`config.mk`:
```
export PLATFORM = sky130hd
export DESIGN_NAME = fifo_rd_stream_flat
export DESIGN_NICKNAME = d
export VERILOG_FILES = /design/src/rtl/fifo_rd_stream_if.sv /design/src/rtl/fifo_rd_stream.sv /design/src/flat_wrapper.sv
export SDC_FILE = /design/constraint.sdc
export NUM_CORES = 1
export LEC_CHECK = 0
export ABC_CLOCK_PERIOD_IN_PS = 3500
export CORE_AREA = 5 5 46 48
export DETAILED_ROUTE_END_ITERATION = 10
export DIE_AREA = 0 0 51 53
export MAX_ROUTING_LAYER = met4
export PLACE_DENSITY_LB_ADDON = 0.15
export SLEW_MARGIN = 20
export SYNTH_ARGS = -nofsm -noshare
export SYNTH_HDL_FRONTEND = slang
export SYNTH_SLANG_ARGS = --single-unit
```
`constraint.sdc`:
```
create_clock -name clk -period 3.5 [get_ports clk]
set_input_delay 0.7 -clock clk [delete_from_list [all_inputs] [get_ports clk]]
set_output_delay 0.7 -clock clk [all_outputs]
set_load 0.005 [all_outputs]
```
`src/rtl/fifo_rd_stream_if.sv`:
```
// fifo_rd_stream_if: FIFO read port plus valid/ready stream bundle.
// master = the converter block, slave = FIFO/sink side.
interface fifo_rd_stream_if #(
  parameter int BITWID = 5
) ();
  logic              fifo_empty;
  logic              fifo_rd_en;
  logic [BITWID-1:0] fifo_rd_data;
  logic              fifo_rd_data_vld;
  logic              m_valid;
  logic              m_ready;
  logic [BITWID-1:0] m_data;

  modport master (
    input  fifo_empty,
    input  fifo_rd_data,
    input  fifo_rd_data_vld,
    input  m_ready,
    output fifo_rd_en,
    output m_valid,
    output m_data
  );

  modport slave (
    output fifo_empty,
    output fifo_rd_data,
    output fifo_rd_data_vld,
    output m_ready,
    input  fifo_rd_en,
    input  m_valid,
    input  m_data
  );
endinterface

```
`src/rtl/fifo_rd_stream.sv`:
```
// fifo_rd_stream: 1-cycle-latency FIFO read port to bubble-free stream.
// Define FIFO_RD_STREAM_CNT_EN to add the 16-bit beat_cnt port.
module fifo_rd_stream #(
  parameter int BITWID = 5
) (
  input  logic             clk,
  input  logic             rst_n,
  fifo_rd_stream_if.master bus,
  output logic             ovf_err
`ifdef FIFO_RD_STREAM_CNT_EN
  ,
  output logic [15:0]      beat_cnt
`endif
);

  logic [BITWID-1:0] mem [2];
  logic              wr_ptr;
  logic              rd_ptr;
  logic [1:0]        buf_cnt;
  logic              push;
  logic              pop;
  logic              full;
  logic              wr_ok;
  logic [2:0]        committed;

  // Stream outputs and read request; reads stop once 2 words are owed.
  always_comb begin
    bus.m_valid    = rst_n && (buf_cnt != 2'd0);
    bus.m_data     = mem[rd_ptr];
    pop            = bus.m_valid && bus.m_ready;
    push           = bus.fifo_rd_data_vld;
    full           = (buf_cnt == 2'd2);
    wr_ok          = push && (!full || pop);
    committed      = {1'b0, buf_cnt} + {2'b0, push} - {2'b0, pop};
    bus.fifo_rd_en = rst_n && !bus.fifo_empty && (committed < 3'd2);
  end

  // Skid buffer storage; a full buffer with no pop drops the word.
  always_ff @(posedge clk) begin
    if (wr_ok) begin
      mem[wr_ptr] <= bus.fifo_rd_data;
    end
  end

  // Pointers, occupancy and sticky overflow flag.
  always_ff @(posedge clk) begin
    if (!rst_n) begin
      wr_ptr  <= 1'b0;
      rd_ptr  <= 1'b0;
      buf_cnt <= 2'd0;
      ovf_err <= 1'b0;
    end else begin
      if (wr_ok) begin
        wr_ptr <= !wr_ptr;
      end
      if (pop) begin
        rd_ptr <= !rd_ptr;
      end
      unique case ({wr_ok, pop})
        2'b10:   buf_cnt <= buf_cnt + 2'd1;
        2'b01:   buf_cnt <= buf_cnt - 2'd1;
        default: buf_cnt <= buf_cnt;
      endcase
      if (push && full && !pop) begin
        ovf_err <= 1'b1;
      end
    end
  end

`ifdef FIFO_RD_STREAM_CNT_EN
  // Accepted-beat counter, wraps naturally at 16 bits.
  always_ff @(posedge clk) begin
    if (!rst_n) begin
      beat_cnt <= 16'd0;
    end else if (pop) begin
      beat_cnt <= beat_cnt + 16'd1;
    end
  end
`endif

endmodule

```
`src/flat_wrapper.sv`:
```
// flat-port wrapper written by rule: the top's interface ports become plain ports
module fifo_rd_stream_flat 
#(
  parameter int BITWID = 5
)
  (clk, rst_n, ovf_err, bus_fifo_empty, bus_fifo_rd_data, bus_fifo_rd_data_vld, bus_m_ready, bus_fifo_rd_en, bus_m_valid, bus_m_data);
  fifo_rd_stream_if #(.BITWID(BITWID)) bus_i ();
  input  logic clk;
  input  logic rst_n;
  output logic ovf_err;
  input wire logic [$bits(bus_i.fifo_empty)-1:0] bus_fifo_empty;
  input wire logic [$bits(bus_i.fifo_rd_data)-1:0] bus_fifo_rd_data;
  input wire logic [$bits(bus_i.fifo_rd_data_vld)-1:0] bus_fifo_rd_data_vld;
  input wire logic [$bits(bus_i.m_ready)-1:0] bus_m_ready;
  output wire logic [$bits(bus_i.fifo_rd_en)-1:0] bus_fifo_rd_en;
  output wire logic [$bits(bus_i.m_valid)-1:0] bus_m_valid;
  output wire logic [$bits(bus_i.m_data)-1:0] bus_m_data;
  assign bus_i.fifo_empty = bus_fifo_empty;
  assign bus_i.fifo_rd_data = bus_fifo_rd_data;
  assign bus_i.fifo_rd_data_vld = bus_fifo_rd_data_vld;
  assign bus_i.m_ready = bus_m_ready;
  assign bus_fifo_rd_en = bus_i.fifo_rd_en;
  assign bus_m_valid = bus_i.m_valid;
  assign bus_m_data = bus_i.m_data;
  fifo_rd_stream #(.BITWID(BITWID)) u_core (.clk(clk), .rst_n(rst_n), .bus(bus_i), .ovf_err(ovf_err));
endmodule
```
==> metrics.txt, run 1 <==
# TYPE chip_impl_metric gauge
chip_impl_info{name="run_status",value="completed"} 1
chip_impl_metric{name="grt_antenna_before_repair",unit=""} 0
chip_impl_metric{name="grt_first_pass_wirelength",unit="um"} 1840
chip_impl_metric{name="wirelength_per_cell",unit="um"} 11.7
chip_impl_metric{name="die_width",unit="um"} 51
chip_impl_metric{name="cts.htree.levels",unit=""} 1
chip_impl_metric{name="slew_viol_final",unit=""} 0
chip_impl_metric{name="clkTransAtPathRegs",unit="ns"} 0.09
chip_impl_metric{name="grt_start_max_net_pins",unit=""} 10
chip_impl_metric{name="grt_pass1_vias",unit=""} 447
chip_impl_metric{name="timing.final.crit_share",unit="%"} 95.6
chip_impl_metric{name="cts.hold.buffers_added",unit=""} 0
chip_impl_metric{name="layout_net_count",unit=""} 93
chip_impl_metric{name="rrSetupSlack",unit="ns"} 1.73
chip_impl_info{name="r2r-start",value="u_core.buf_cnt[0]$_SDFFE_PN0P_"} 1
chip_impl_metric{name="design.die.area",unit="sq mm"} 0.00270
chip_impl_metric{name="leakage",unit="nW"} 0.367
chip_impl_metric{name="mappedNetlistNets",unit=""} 67
chip_impl_info{name="critical_path.cell_chain",value="clkdlybuf4s50_1 > o21a_1 > and2_4 > ha_1 > nand2b_1 > fa_1 > xor2_1 > nor3_1 > clkbuf_2"} 1
chip_impl_metric{name="worstSkewPairLatency",unit="ns"} 0.28
chip_impl_metric{name="comb_power_share",unit="%"} 28.7
chip_impl_info{name="grt_setup_unrepaired",value="no"} 1
chip_impl_metric{name="critPathRequiredTime",unit="ns"} 2.80
chip_impl_metric{name="fillers",unit=""} 138
chip_impl_metric{name="clockPowerShare",unit="%"} 23.5
chip_impl_info{name="cts_tree",value="done"} 1
chip_impl_metric{name="worst-endpoint-arrival",unit="ns"} 2.65
chip_impl_metric{name="drt_drc_violations_left",unit=""} 0
chip_impl_metric{name="synth-seq-area-share",unit="%"} 59.4
chip_impl_metric{name="detail-route-antenna-nets",unit=""} 0
chip_impl_metric{name="setup_tns",unit="ns"} 0
chip_impl_info{name="start_point_of_the_critical_path",value="rst_n"} 1
chip_impl_metric{name="share_of_cells_above_drive_strength_1",unit="%"} 21.5
chip_impl_metric{name="power_frac_seq",unit="%"} 47.7
chip_impl_metric{name="drt_first_pass_iters",unit=""} 2
chip_impl_metric{name="drt_initial_violations",unit=""} 1
chip_impl_metric{name="power.switching_fraction",unit="%"} 24.6
chip_impl_metric{name="ff_latch_area",unit="sq um"} 420
chip_impl_info{name="worst_setup_start_kind",value="primary input"} 1
chip_impl_metric{name="postRouteWirelength",unit="um"} 1120
chip_impl_metric{name="fin_crit",unit="ns"} 3.35
chip_impl_info{name="mostFrequentLayoutCell",value="sky130_fd_sc_hd__clkdlybuf4s50_1"} 1
chip_impl_info{name="hold_path_class",value="reg2reg"} 1
chip_impl_metric{name="viasPerCell",unit=""} 4.95
chip_impl_metric{name="maxCapViolations",unit=""} 0
chip_impl_metric{name="insertedDiodeCount",unit=""} 0
chip_impl_metric{name="syn_area",unit="sq um"} 708
chip_impl_metric{name="fin_util",unit="%"} 57.5
chip_impl_metric{name="via_count",unit=""} 475
chip_impl_metric{name="skew_final",unit="ns"} 0.00486
chip_impl_metric{name="ios",unit=""} 18
chip_impl_info{name="layout.cells.most_common_list",value="16 x sky130_fd_sc_hd__clkdlybuf4s50_1, 10 x sky130_fd_sc_hd__edfxtp_1, 6 x sky130_fd_sc_hd__dfxtp_1"} 1
chip_impl_metric{name="p_int",unit="mW"} 0.380
chip_impl_metric{name="timing.slew.headroom",unit="%"} 71.1
chip_impl_metric{name="worstPathMaxFanout",unit=""} 2
chip_impl_metric{name="power_density",unit="mW/mm^2"} 525
chip_impl_info{name="regToRegEndpoint",value="u_core.buf_cnt[1]$_SDFFE_PN0P_"} 1
chip_impl_metric{name="cts.sink_count",unit=""} 16
chip_impl_metric{name="synth-warning-count",unit=""} 0
chip_impl_metric{name="timing.critical_path.slowest_cell_delay",unit="ns"} 0.48
chip_impl_metric{name="hold_violations",unit=""} 0
chip_impl_metric{name="cts_made_buffers",unit=""} 3
chip_impl_info{name="critPathKind",value="in2out"} 1
chip_impl_metric{name="syn_avg_cell_area",unit="sq um"} 13.1
chip_impl_metric{name="layout-area-overhead-vs-synth",unit="%"} 35.5
chip_impl_metric{name="postSynthCellCount",unit=""} 54
chip_impl_metric{name="multi_input_comb_area",unit="sq um"} 268
chip_impl_info{name="ctsRootBufferMaster",value="sky130_fd_sc_hd__clkbuf_4"} 1
chip_impl_metric{name="io_buffers",unit=""} 17
chip_impl_metric{name="netSwitchingPower",unit="mW"} 0.124
chip_impl_info{name="cp_slowest_cell",value="sky130_fd_sc_hd__clkdlybuf4s50_1"} 1
chip_impl_metric{name="initial_utilization",unit="%"} 42.4
chip_impl_metric{name="routabilityCongestion",unit=""} 0.736
chip_impl_metric{name="placeableCoreArea",unit="sq mm"} 0.00167
chip_impl_metric{name="max_freq",unit="GHz"} 0.299
chip_impl_metric{name="die-height",unit="um"} 53
chip_impl_info{name="endpoint",value="bus_fifo_rd_en"} 1
chip_impl_metric{name="setup_violations",unit=""} 0
chip_impl_metric{name="timing.reg2reg.worst_path_depth",unit=""} 6
chip_impl_metric{name="timing_worst_slew_pin_value",unit="ns"} 0.433
chip_impl_metric{name="grt-ovfl-total",unit=""} 0
chip_impl_info{name="capturing_element_type_of_the_critical_path",value="output pin"} 1
chip_impl_metric{name="cts-root-to-sink-buffers",unit=""} 2
chip_impl_metric{name="post-cts-setup-buffers",unit=""} 0
chip_impl_metric{name="postSynthRegisterBits",unit=""} 16
chip_impl_metric{name="worst_voltage_drop_across_the_vdd_grid",unit="mV"} 0.293
chip_impl_metric{name="synth_cell_type_count",unit=""} 22
chip_impl_metric{name="groute.usage.overall",unit="%"} 9.75
chip_impl_metric{name="fp-row-count",unit=""} 15
sequential cells by signal, summed over array words and instances, names as in the netlist, named ones only:
signal          cells
u_core.ovf_err      1
u_core.rd_ptr       1
u_core.mem         10
u_core.buf_cnt      2
u_core.wr_ptr       1
critical path, delay by kind of cell:
| family | cells | cell delay (ns) |
|---|---|---|
| AND/OR/NAND/NOR | 3 | 0.46 |
| adder cells (fa/ha/maj) | 2 | 0.58 |
| buffers and inverters | 2 | 0.62 |
| XOR/XNOR | 1 | 0.15 |
| AO/OA/AOI/OAI | 1 | 0.14 |
power by group through the flow:
stage / Sequential, mW / Clock (mW) / Combinational, mW
global route: 0.244 / 0.126 / 0.161
floorplan: 0.240 / 0 / 0.0880
finish: 0.241 / 0.119 / 0.145
CTS: 0.241 / 0.122 / 0.147
detailed placement: 0.245 / 0 / 0.148
global placement: 0.245 / 0 / 0.146
layout make-up:
type	count	share of cell area (%)
flip-flops and latches	16	43.8
multi-input cells	34	27.9
repair buffers	22	21.1
clock buffers	4	3.78
well taps	17	2.22
inverters	3	1.17
per-stage QoR:
step / hold slack (ns) / instance area [sq um] / setup WS (ns) / power [mW] / std cells
floorplan: 0.470 / 708 / 0.694 / 0.328 / 54
global placement: 0.482 / 926 / -0.246 / 0.391 / 92
detailed placement: 0.480 / 926 / -0.251 / 0.393 / 92
CTS: 0.504 / 961 / 0.0138 / 0.510 / 96
global route: 0.532 / 960 / 0.0612 / 0.532 / 96
finish: 0.495 / 960 / 0.154 / 0.504 / 96
cells in the mapped netlist, drive strengths merged:
| cell | n | area (sq um) |
|---|---|---|
| nor2 | 2 | 7.51 |
| xor2 | 1 | 8.76 |
| o21ai | 3 | 15.0 |
| a21boi | 2 | 15.0 |
| mux2 | 5 | 56.3 |
| fa | 1 | 20.0 |
| nand2b | 1 | 6.26 |
| nor2b | 1 | 6.26 |
| o21a | 1 | 7.51 |
| or3 | 2 | 12.5 |
| dfxtp | 6 | 120 |
| nor3b | 1 | 7.51 |
| buf | 1 | 11.3 |
| nor3 | 1 | 5.00 |
| ha | 2 | 25.0 |
| xnor2 | 3 | 26.3 |
| a21oi | 1 | 5.00 |
| edfxtp | 10 | 300 |
| a31o | 1 | 8.76 |
| and2 | 4 | 25.0 |
| inv | 3 | 11.3 |
| nand2 | 2 | 7.51 |
logic make-up (layout without fill, tap and decap cells):
| logic type | Yosys count | in the layout | synth area share, % |
|---|---|---|---|
| buffers and inverters | 4 | 29 | 3.18 |
| adders and majority gates | 3 | 3 | 6.36 |
| AOI/OAI and AO/OA | 8 | 8 | 7.24 |
| xor gates and xnor gates | 4 | 4 | 4.95 |
| muxes | 5 | 5 | 7.95 |
| DFF | 16 | 16 | 59.4 |
| and+or+nand+nor | 14 | 14 | 11.0 |
worst min-delay path by stage:
stage                                            from  depth (start not counted)                           to
after global placement     u_core.wr_ptr$_SDFFE_PN0P_                          2   u_core.wr_ptr$_SDFFE_PN0P_
after CTS                 u_core.ovf_err$_SDFFE_PN0P_                          2  u_core.ovf_err$_SDFFE_PN0P_
after floorplan            u_core.wr_ptr$_SDFFE_PN0P_                          2   u_core.wr_ptr$_SDFFE_PN0P_
after detailed placement  u_core.ovf_err$_SDFFE_PN0P_                          2  u_core.ovf_err$_SDFFE_PN0P_
final                     u_core.ovf_err$_SDFFE_PN0P_                          2  u_core.ovf_err$_SDFFE_PN0P_
after global routing      u_core.ovf_err$_SDFFE_PN0P_                          2  u_core.ovf_err$_SDFFE_PN0P_
routing by layer:
layer | vias to the layer above | part of all wire, % | global-route usage (%)
met5 | - | 0 | -
met1 | 219 | 41 | 9.52
met3 | 2 | 6.1 | 1.97
met2 | 13 | 50 | 16.7
met4 | 0 | 2.0 | 8.07
li1 | 241 | - | -
timing repair:
action / 4_1_cts / 5_1_grt
setup endpoints to repair: 1 / 1
pin swaps: 0 / 0
resized for setup: 1 / 3
Note: power is estimated with default switching activity, not from simulation.
==> inputs of run 2 (changes only) <==
CORE_AREA = 5 5 51 53   (was 5 5 46 48)
DIE_AREA = 0 0 56 58   (was 0 0 51 53)
==> run 2 against run 1 <==
Against the previous run:
- cell count grew 11%
- sequential power barely moved
- routed wire length up 4.1%
- power decreased by 4.3%
- utilization is 12 points lower
- via count fell by 2.3%
- sequential share of layout area down 0.28 points
- clock-buffer cell count down 1
- non-clock buffer count did not move
- largest cell class unchanged
- highest routed layer unchanged
==> metrics.txt, run 2 (same netlist as run 1, synthesis figures left out) <==
# TYPE chip_impl_metric gauge
chip_impl_metric{name="cts.htree.levels",unit=""} 1
chip_impl_metric{name="worstSkewPairLatency",unit="ns"} 0.28
chip_impl_info{name="critical_path.cell_chain",value="clkdlybuf4s50_1 > o21a_1 > and2_1 > ha_1 > nand2b_1 > fa_1 > nand2_1 > nor3_2 > clkbuf_2"} 1
chip_impl_metric{name="slew_viol_final",unit=""} 0
chip_impl_metric{name="place_worst_setup_slack",unit="ns"} -0.252
chip_impl_metric{name="layout_net_count",unit=""} 93
chip_impl_metric{name="grt-ovfl-total",unit=""} 0
chip_impl_metric{name="cts-root-to-sink-buffers",unit=""} 2
chip_impl_metric{name="grt_start_max_net_pins",unit=""} 10
chip_impl_metric{name="timing.slew.headroom",unit="%"} 69.8
chip_impl_metric{name="skew_final",unit="ns"} 0.00236
chip_impl_metric{name="post-layout-total-power",unit="mW"} 0.482
chip_impl_metric{name="leakage",unit="nW"} 0.361
chip_impl_info{name="largest_register",value="u_core.mem"} 1
chip_impl_metric{name="io_buffers",unit=""} 17
chip_impl_info{name="largestRegisters",value="u_core.mem (10), u_core.buf_cnt (2)"} 1
chip_impl_metric{name="max_freq",unit="GHz"} 0.300
chip_impl_metric{name="cts.hold.buffers_added",unit=""} 0
chip_impl_metric{name="wirelength_per_cell",unit="um"} 10.9
chip_impl_metric{name="timing.critical_path.slowest_cell_delay",unit="ns"} 0.48
chip_impl_info{name="ctsRootBufferMaster",value="sky130_fd_sc_hd__clkbuf_4"} 1
chip_impl_metric{name="die_width",unit="um"} 56
chip_impl_metric{name="post-cts-setup-buffers",unit=""} 0
chip_impl_info{name="cts_tree",value="done"} 1
chip_impl_metric{name="setup_violations",unit=""} 0
chip_impl_info{name="grt_setup_unrepaired",value="no"} 1
chip_impl_metric{name="grt_antenna_before_repair",unit=""} 0
chip_impl_metric{name="timing.final.crit_share",unit="%"} 95.3
chip_impl_metric{name="detail-route-antenna-nets",unit=""} 0
chip_impl_metric{name="ios",unit=""} 18
chip_impl_metric{name="hold_violations",unit=""} 0
chip_impl_info{name="cp_top_family",value="adder cells"} 1
chip_impl_metric{name="critPathRequiredTime",unit="ns"} 2.80
chip_impl_metric{name="fp-row-count",unit=""} 17
chip_impl_metric{name="initial_utilization",unit="%"} 33.6
chip_impl_metric{name="worst-endpoint-arrival",unit="ns"} 2.64
chip_impl_metric{name="maxCapViolations",unit=""} 0
chip_impl_metric{name="viasPerCell",unit=""} 4.34
chip_impl_metric{name="worstPathMaxFanout",unit=""} 2
chip_impl_metric{name="fin_util",unit="%"} 45.9
chip_impl_metric{name="timing_worst_slew_pin_value",unit="ns"} 0.452
chip_impl_metric{name="power_density",unit="mW/mm^2"} 499
chip_impl_metric{name="groute.usage.overall",unit="%"} 8.49
chip_impl_metric{name="worst_voltage_drop_across_the_vdd_grid",unit="mV"} 0.196
chip_impl_metric{name="insertedDiodeCount",unit=""} 0
chip_impl_metric{name="clkTransAtPathRegs",unit="ns"} 0.09
chip_impl_info{name="run_status",value="completed"} 1
chip_impl_metric{name="grt_pass1_vias",unit=""} 481
chip_impl_info{name="critPathKind",value="in2out"} 1
chip_impl_metric{name="design.die.area",unit="sq mm"} 0.00325
chip_impl_metric{name="place_hpwl",unit="um"} 900
chip_impl_metric{name="cp_num_buf_inv",unit=""} 2
chip_impl_info{name="worst_setup_start_kind",value="primary input"} 1
chip_impl_info{name="cp_slowest_cell",value="sky130_fd_sc_hd__fa_1"} 1
chip_impl_metric{name="layout-area-overhead-vs-synth",unit="%"} 36.4
chip_impl_metric{name="cts.sink_count",unit=""} 16
chip_impl_info{name="mostFrequentLayoutCell",value="sky130_fd_sc_hd__clkdlybuf4s50_1"} 1
chip_impl_metric{name="drt_drc_violations_left",unit=""} 0
chip_impl_metric{name="fin_crit",unit="ns"} 3.34
chip_impl_metric{name="rrSetupSlack",unit="ns"} 1.71
chip_impl_metric{name="via_count",unit=""} 464
chip_impl_metric{name="die-height",unit="um"} 58
chip_impl_metric{name="postRouteWirelength",unit="um"} 1170
chip_impl_metric{name="worst_slack",unit="ns"} 0.163
chip_impl_metric{name="drt_first_pass_iters",unit=""} 2
chip_impl_metric{name="max_reg_flops",unit=""} 10
chip_impl_metric{name="grt_first_pass_wirelength",unit="um"} 2010
chip_impl_metric{name="placeableCoreArea",unit="sq mm"} 0.00211
chip_impl_metric{name="share_of_cells_above_drive_strength_1",unit="%"} 20.3
chip_impl_metric{name="setup_tns",unit="ns"} 0
chip_impl_info{name="hold_path_class",value="reg2reg"} 1
chip_impl_metric{name="cts_made_buffers",unit=""} 3
chip_impl_info{name="capturing_element_type_of_the_critical_path",value="output pin"} 1
chip_impl_info{name="layout.cells.most_common_list",value="16 x sky130_fd_sc_hd__clkdlybuf4s50_1, 10 x sky130_fd_sc_hd__edfxtp_1, 6 x sky130_fd_sc_hd__dfxtp_1"} 1
chip_impl_metric{name="routabilityCongestion",unit=""} 0.697
chip_impl_metric{name="drt_initial_violations",unit=""} 3
-- run 2: cell types whose count changed in the layout (fill, tap and decap cells not counted), sizes merged --
cell	previous run	this run
clkinv	0	1
clkbuf	5	4
-- run 2: metal layers --
metal,part of all wire (%),GRT usage (%),routed length (um),vias to the layer above
met1,43,8.21,500,209
met5,0,-,0,-
met4,2.4,8.14,28,0
met2,50,14.2,587,12
li1,-,-,-,241
met3,4.1,1.56,48,2
-- run 2: repair_timing --
action,4_1_cts,5_1_grt
resized for setup,1,3
setup endpoints to repair,1,1
pin swaps,0,1
-- run 2: metrics by stage --
| step | instances | area, sq um | hold WS, ns |
|---|---|---|---|
| after detailed placement | 103 | 940 | 0.491 |
| after floorplan | 54 | 708 | 0.470 |
| after global placement | 103 | 940 | 0.483 |
| final | 107 | 966 | 0.512 |
| after global routing | 107 | 966 | 0.535 |
| after CTS | 107 | 965 | 0.513 |
-- run 2: where the power goes --
group          switching [mW]  internal [mW]
registers              0.0170          0.224
clock network          0.0542         0.0413
logic                  0.0536         0.0920
-- run 2: worst min-delay path, cell delays in order, from the launching register on --
cell and delay [ns]:
sky130_fd_sc_hd__dfxtp_1 0.34, sky130_fd_sc_hd__o21ai_0 0.08, sky130_fd_sc_hd__a21boi_1 0.06
-- run 2: layout make-up --
type	count	area, sq um
Fill cell	190	1140
Sequential cell	16	420
Multi-Input combinational cell	34	270
Timing Repair Buffer	22	203
Tap cell	28	35.0
Clock buffer	3	22.5
Inverter	3	11.3
Clock inverter	1	3.75
-- run 2: path summary, 6_finish.rpt --
check	depth (start not counted)	from	end
setup / recovery	9	rst_n	bus_fifo_rd_en
hold / removal	2	u_core.wr_ptr$_SDFFE_PN0P_	u_core.wr_ptr$_SDFFE_PN0P_
setup reg to reg	6	u_core.buf_cnt[0]$_SDFFE_PN0P_	u_core.buf_cnt[1]$_SDFFE_PN0P_
hold reg to reg	2	u_core.wr_ptr$_SDFFE_PN0P_	u_core.wr_ptr$_SDFFE_PN0P_
==> inputs of run 3 (changes only) <==
--- a/config.mk
+++ b/config.mk
@@ -7,3 +7,3 @@
 export LEC_CHECK = 0
-export ABC_CLOCK_PERIOD_IN_PS = 3500
+export ABC_CLOCK_PERIOD_IN_PS = 3000
 export CORE_AREA = 5 5 51 53
==> constraint.sdc (replaced) <==
create_clock -name clk -period 3 [get_ports clk]
set_input_delay 0.6 -clock clk [delete_from_list [all_inputs] [get_ports clk]]
set_output_delay 0.6 -clock clk [all_outputs]
set_load 0.02 [all_outputs]
==> run 3 against run 2 <==
Against the previous run:
- die area stayed put
- register-to-register slack lost 0.43 ns
- first-iteration DRC count increased by 33%
- hold slack got worse by 0.0054 ns
- critical path depth unchanged
- power is 26% higher
- utilization increased by 1.9 points
- critical path type unchanged
- largest cell class unchanged
==> metrics.txt, run 3 (same netlist as run 1, synthesis figures left out) <==
# TYPE chip_impl_metric gauge
chip_impl_info{name="mostFrequentLayoutCell",value="sky130_fd_sc_hd__clkdlybuf4s50_1"} 1
chip_impl_metric{name="gr-usage-met3",unit="%"} 1.56
chip_impl_metric{name="placed_cells_incl_taps",unit=""} 104
chip_impl_metric{name="drt_initial_violations",unit=""} 4
chip_impl_metric{name="postRouteWirelength",unit="um"} 1170
chip_impl_metric{name="globalRouteMet1Util",unit="%"} 7.93
chip_impl_metric{name="comb_power_share",unit="%"} 36.6
chip_impl_metric{name="placeableCoreArea",unit="sq mm"} 0.00211
chip_impl_metric{name="fin_hold_ws",unit="ns"} 0.506
chip_impl_metric{name="setup_tns",unit="ns"} 0
chip_impl_metric{name="post-layout-total-power",unit="mW"} 0.608
chip_impl_metric{name="insertedDiodeCount",unit=""} 0
chip_impl_metric{name="place_worst_setup_slack",unit="ns"} -0.663
chip_impl_metric{name="drt_drc_violations_left",unit=""} 0
chip_impl_metric{name="postPlaceCellArea",unit="sq um"} 947
chip_impl_metric{name="timing.slew.headroom",unit="%"} 69.5
chip_impl_metric{name="viasPerCell",unit=""} 4.51
chip_impl_metric{name="cts.htree.levels",unit=""} 1
chip_impl_metric{name="netSwitchingPower",unit="mW"} 0.170
chip_impl_metric{name="place_hpwl",unit="um"} 908
chip_impl_metric{name="worstPathMaxFanout",unit=""} 2
chip_impl_metric{name="worst-endpoint-arrival",unit="ns"} 2.31
chip_impl_metric{name="max_freq",unit="GHz"} 0.344
chip_impl_metric{name="grt_pass1_vias",unit=""} 500
chip_impl_metric{name="wirelength_per_cell",unit="um"} 10.7
chip_impl_metric{name="groute.usage.overall",unit="%"} 8.20
chip_impl_metric{name="clkTransAtPathRegs",unit="ns"} 0.08
chip_impl_metric{name="worstSkewPairLatency",unit="ns"} 0.27
chip_impl_metric{name="slew_viol_final",unit=""} 0
chip_impl_metric{name="worst_slack",unit="ns"} 0.0941
chip_impl_metric{name="die-height",unit="um"} 58
chip_impl_info{name="grt.busiest_layer",value="met2"} 1
chip_impl_metric{name="drt_first_pass_iters",unit=""} 4
chip_impl_metric{name="p_int",unit="mW"} 0.438
chip_impl_metric{name="worst_voltage_drop_across_the_vdd_grid",unit="mV"} 0.282
chip_impl_metric{name="ios",unit=""} 18
chip_impl_metric{name="grt-ovfl-total",unit=""} 0
chip_impl_metric{name="grt_start_max_net_pins",unit=""} 10
chip_impl_metric{name="detail-route-antenna-nets",unit=""} 0
chip_impl_info{name="largestRegisters",value="u_core.mem (10), u_core.buf_cnt (2)"} 1
chip_impl_metric{name="setup_violations",unit=""} 0
chip_impl_metric{name="initial_utilization",unit="%"} 33.6
chip_impl_metric{name="routabilityCongestion",unit=""} 0.785
chip_impl_metric{name="skew_final",unit="ns"} 0.00497
chip_impl_info{name="capturing_element_type_of_the_critical_path",value="output pin"} 1
chip_impl_metric{name="fin_util",unit="%"} 47.8
chip_impl_metric{name="layoutNonFillerInstCount",unit=""} 109
chip_impl_metric{name="clockPowerShare",unit="%"} 17.9
chip_impl_metric{name="cts.sink_count",unit=""} 16
chip_impl_info{name="worst_setup_start_kind",value="primary input"} 1
chip_impl_metric{name="io_buffers",unit=""} 17
chip_impl_metric{name="power_density",unit="mW/mm^2"} 604
chip_impl_metric{name="fin_crit",unit="ns"} 2.91
chip_impl_metric{name="timing_worst_slew_pin_value",unit="ns"} 0.456
chip_impl_metric{name="power.switching_fraction",unit="%"} 28.0
chip_impl_metric{name="critPathRequiredTime",unit="ns"} 2.40
chip_impl_metric{name="max_reg_flops",unit=""} 10
chip_impl_info{name="ctsRootBufferMaster",value="sky130_fd_sc_hd__clkbuf_4"} 1
chip_impl_metric{name="grt_use_met2",unit="%"} 14.5
chip_impl_metric{name="design.die.area",unit="sq mm"} 0.00325
chip_impl_metric{name="power_frac_seq",unit="%"} 45.5
chip_impl_info{name="critPathKind",value="in2out"} 1
chip_impl_metric{name="timing.final.crit_share",unit="%"} 96.9
chip_impl_metric{name="die_width",unit="um"} 56
chip_impl_info{name="hold_path_class",value="reg2reg"} 1
chip_impl_metric{name="share_of_cells_above_drive_strength_1",unit="%"} 27.2
chip_impl_metric{name="hold_violations",unit=""} 0
chip_impl_info{name="layout.cells.most_common_list",value="14 x sky130_fd_sc_hd__clkdlybuf4s50_1, 10 x sky130_fd_sc_hd__edfxtp_1, 8 x sky130_fd_sc_hd__buf_4"} 1
chip_impl_metric{name="maxCapViolations",unit=""} 0
chip_impl_metric{name="finish.instance_area",unit="sq mm"} 0.00101
chip_impl_metric{name="cts_made_buffers",unit=""} 3
chip_impl_metric{name="grt_first_pass_wirelength",unit="um"} 1980
chip_impl_metric{name="leakage",unit="nW"} 0.383
chip_impl_metric{name="via_count",unit=""} 492
chip_impl_metric{name="layout-area-overhead-vs-synth",unit="%"} 42.0
chip_impl_info{name="grt_setup_unrepaired",value="no"} 1
chip_impl_metric{name="layout_net_count",unit=""} 95
chip_impl_info{name="cts_tree",value="done"} 1
chip_impl_metric{name="cts-root-to-sink-buffers",unit=""} 2
chip_impl_metric{name="grt_antenna_before_repair",unit=""} 0
chip_impl_info{name="largest_register",value="u_core.mem"} 1
chip_impl_info{name="run_status",value="completed"} 1
chip_impl_metric{name="fp-row-count",unit=""} 17
## run 3: cell count changes in the layout (fill, tap and decap cells not counted), sizes merged
cell / previous run / this run
dlygate4sd2: 0 / 2
buf: 5 / 8
clkinv: 1 / 0
clkdlybuf4s50: 16 / 14
## run 3: critical path, stage by stage
cell                            delay, ns
sky130_fd_sc_hd__dlygate4sd2_1       0.25
sky130_fd_sc_hd__o21a_1              0.11
sky130_fd_sc_hd__and2_4              0.15
sky130_fd_sc_hd__ha_4                0.22
sky130_fd_sc_hd__nand2b_4            0.13
sky130_fd_sc_hd__fa_2                0.51
sky130_fd_sc_hd__nand2_1             0.06
sky130_fd_sc_hd__nor3_2              0.11
sky130_fd_sc_hd__buf_4               0.16
## run 3: path summary, 6_finish.rpt
kind	slack (ns)	start	endpoint	depth (start not counted)
worst min-delay path	0.51	u_core.ovf_err$_SDFFE_PN0P_	u_core.ovf_err$_SDFFE_PN0P_	2
worst max register to register	1.28	u_core.buf_cnt[0]$_SDFFE_PN0P_	u_core.buf_cnt[1]$_SDFFE_PN0P_	6
worst max-delay path	0.09	rst_n	bus_fifo_rd_en	9
worst min register to register	0.51	u_core.ovf_err$_SDFFE_PN0P_	u_core.ovf_err$_SDFFE_PN0P_	2
## run 3: timing repair
| action | 4_1_cts | 5_1_grt |
|---|---|---|
| gates cloned | 0 | 0 |
| resized for setup | 11 | 2 |
| hold buffers | 0 | 0 |
| pin swaps | 2 | 1 |
| endpoints found under the hold margin | 0 | 0 |
| buffers inserted | 1 | 0 |
| setup endpoints to repair | 1 | 1 |
## run 3: final cells by class
| class | count | area [sq um] |
|---|---|---|
| fillers | 198 | 1100 |
| flip-flops and latches | 16 | 420 |
| multi-input cells | 34 | 295 |
| repair buffers | 24 | 218 |
| well taps | 28 | 35.0 |
| clock buffers | 4 | 26.3 |
| inverters | 3 | 11.3 |
## run 3: power groups by stage
| stage | logic [mW] | registers, mW | clock network [mW] |
|---|---|---|---|
| final | 0.223 | 0.277 | 0.109 |
| after global routing | 0.243 | 0.280 | 0.128 |
| after CTS | 0.222 | 0.278 | 0.117 |
| after detailed placement | 0.208 | 0.282 | 0 |
| after global placement | 0.205 | 0.281 | 0 |
| after floorplan | 0.126 | 0.281 | 0 |
## run 3: per-layer routing
metal  up-vias  part of all wire [%]
li1        241                     -
met1       233                    41
met2        14                    50
met3         4                   5.0
met4         0                   3.2
met5         -                     0
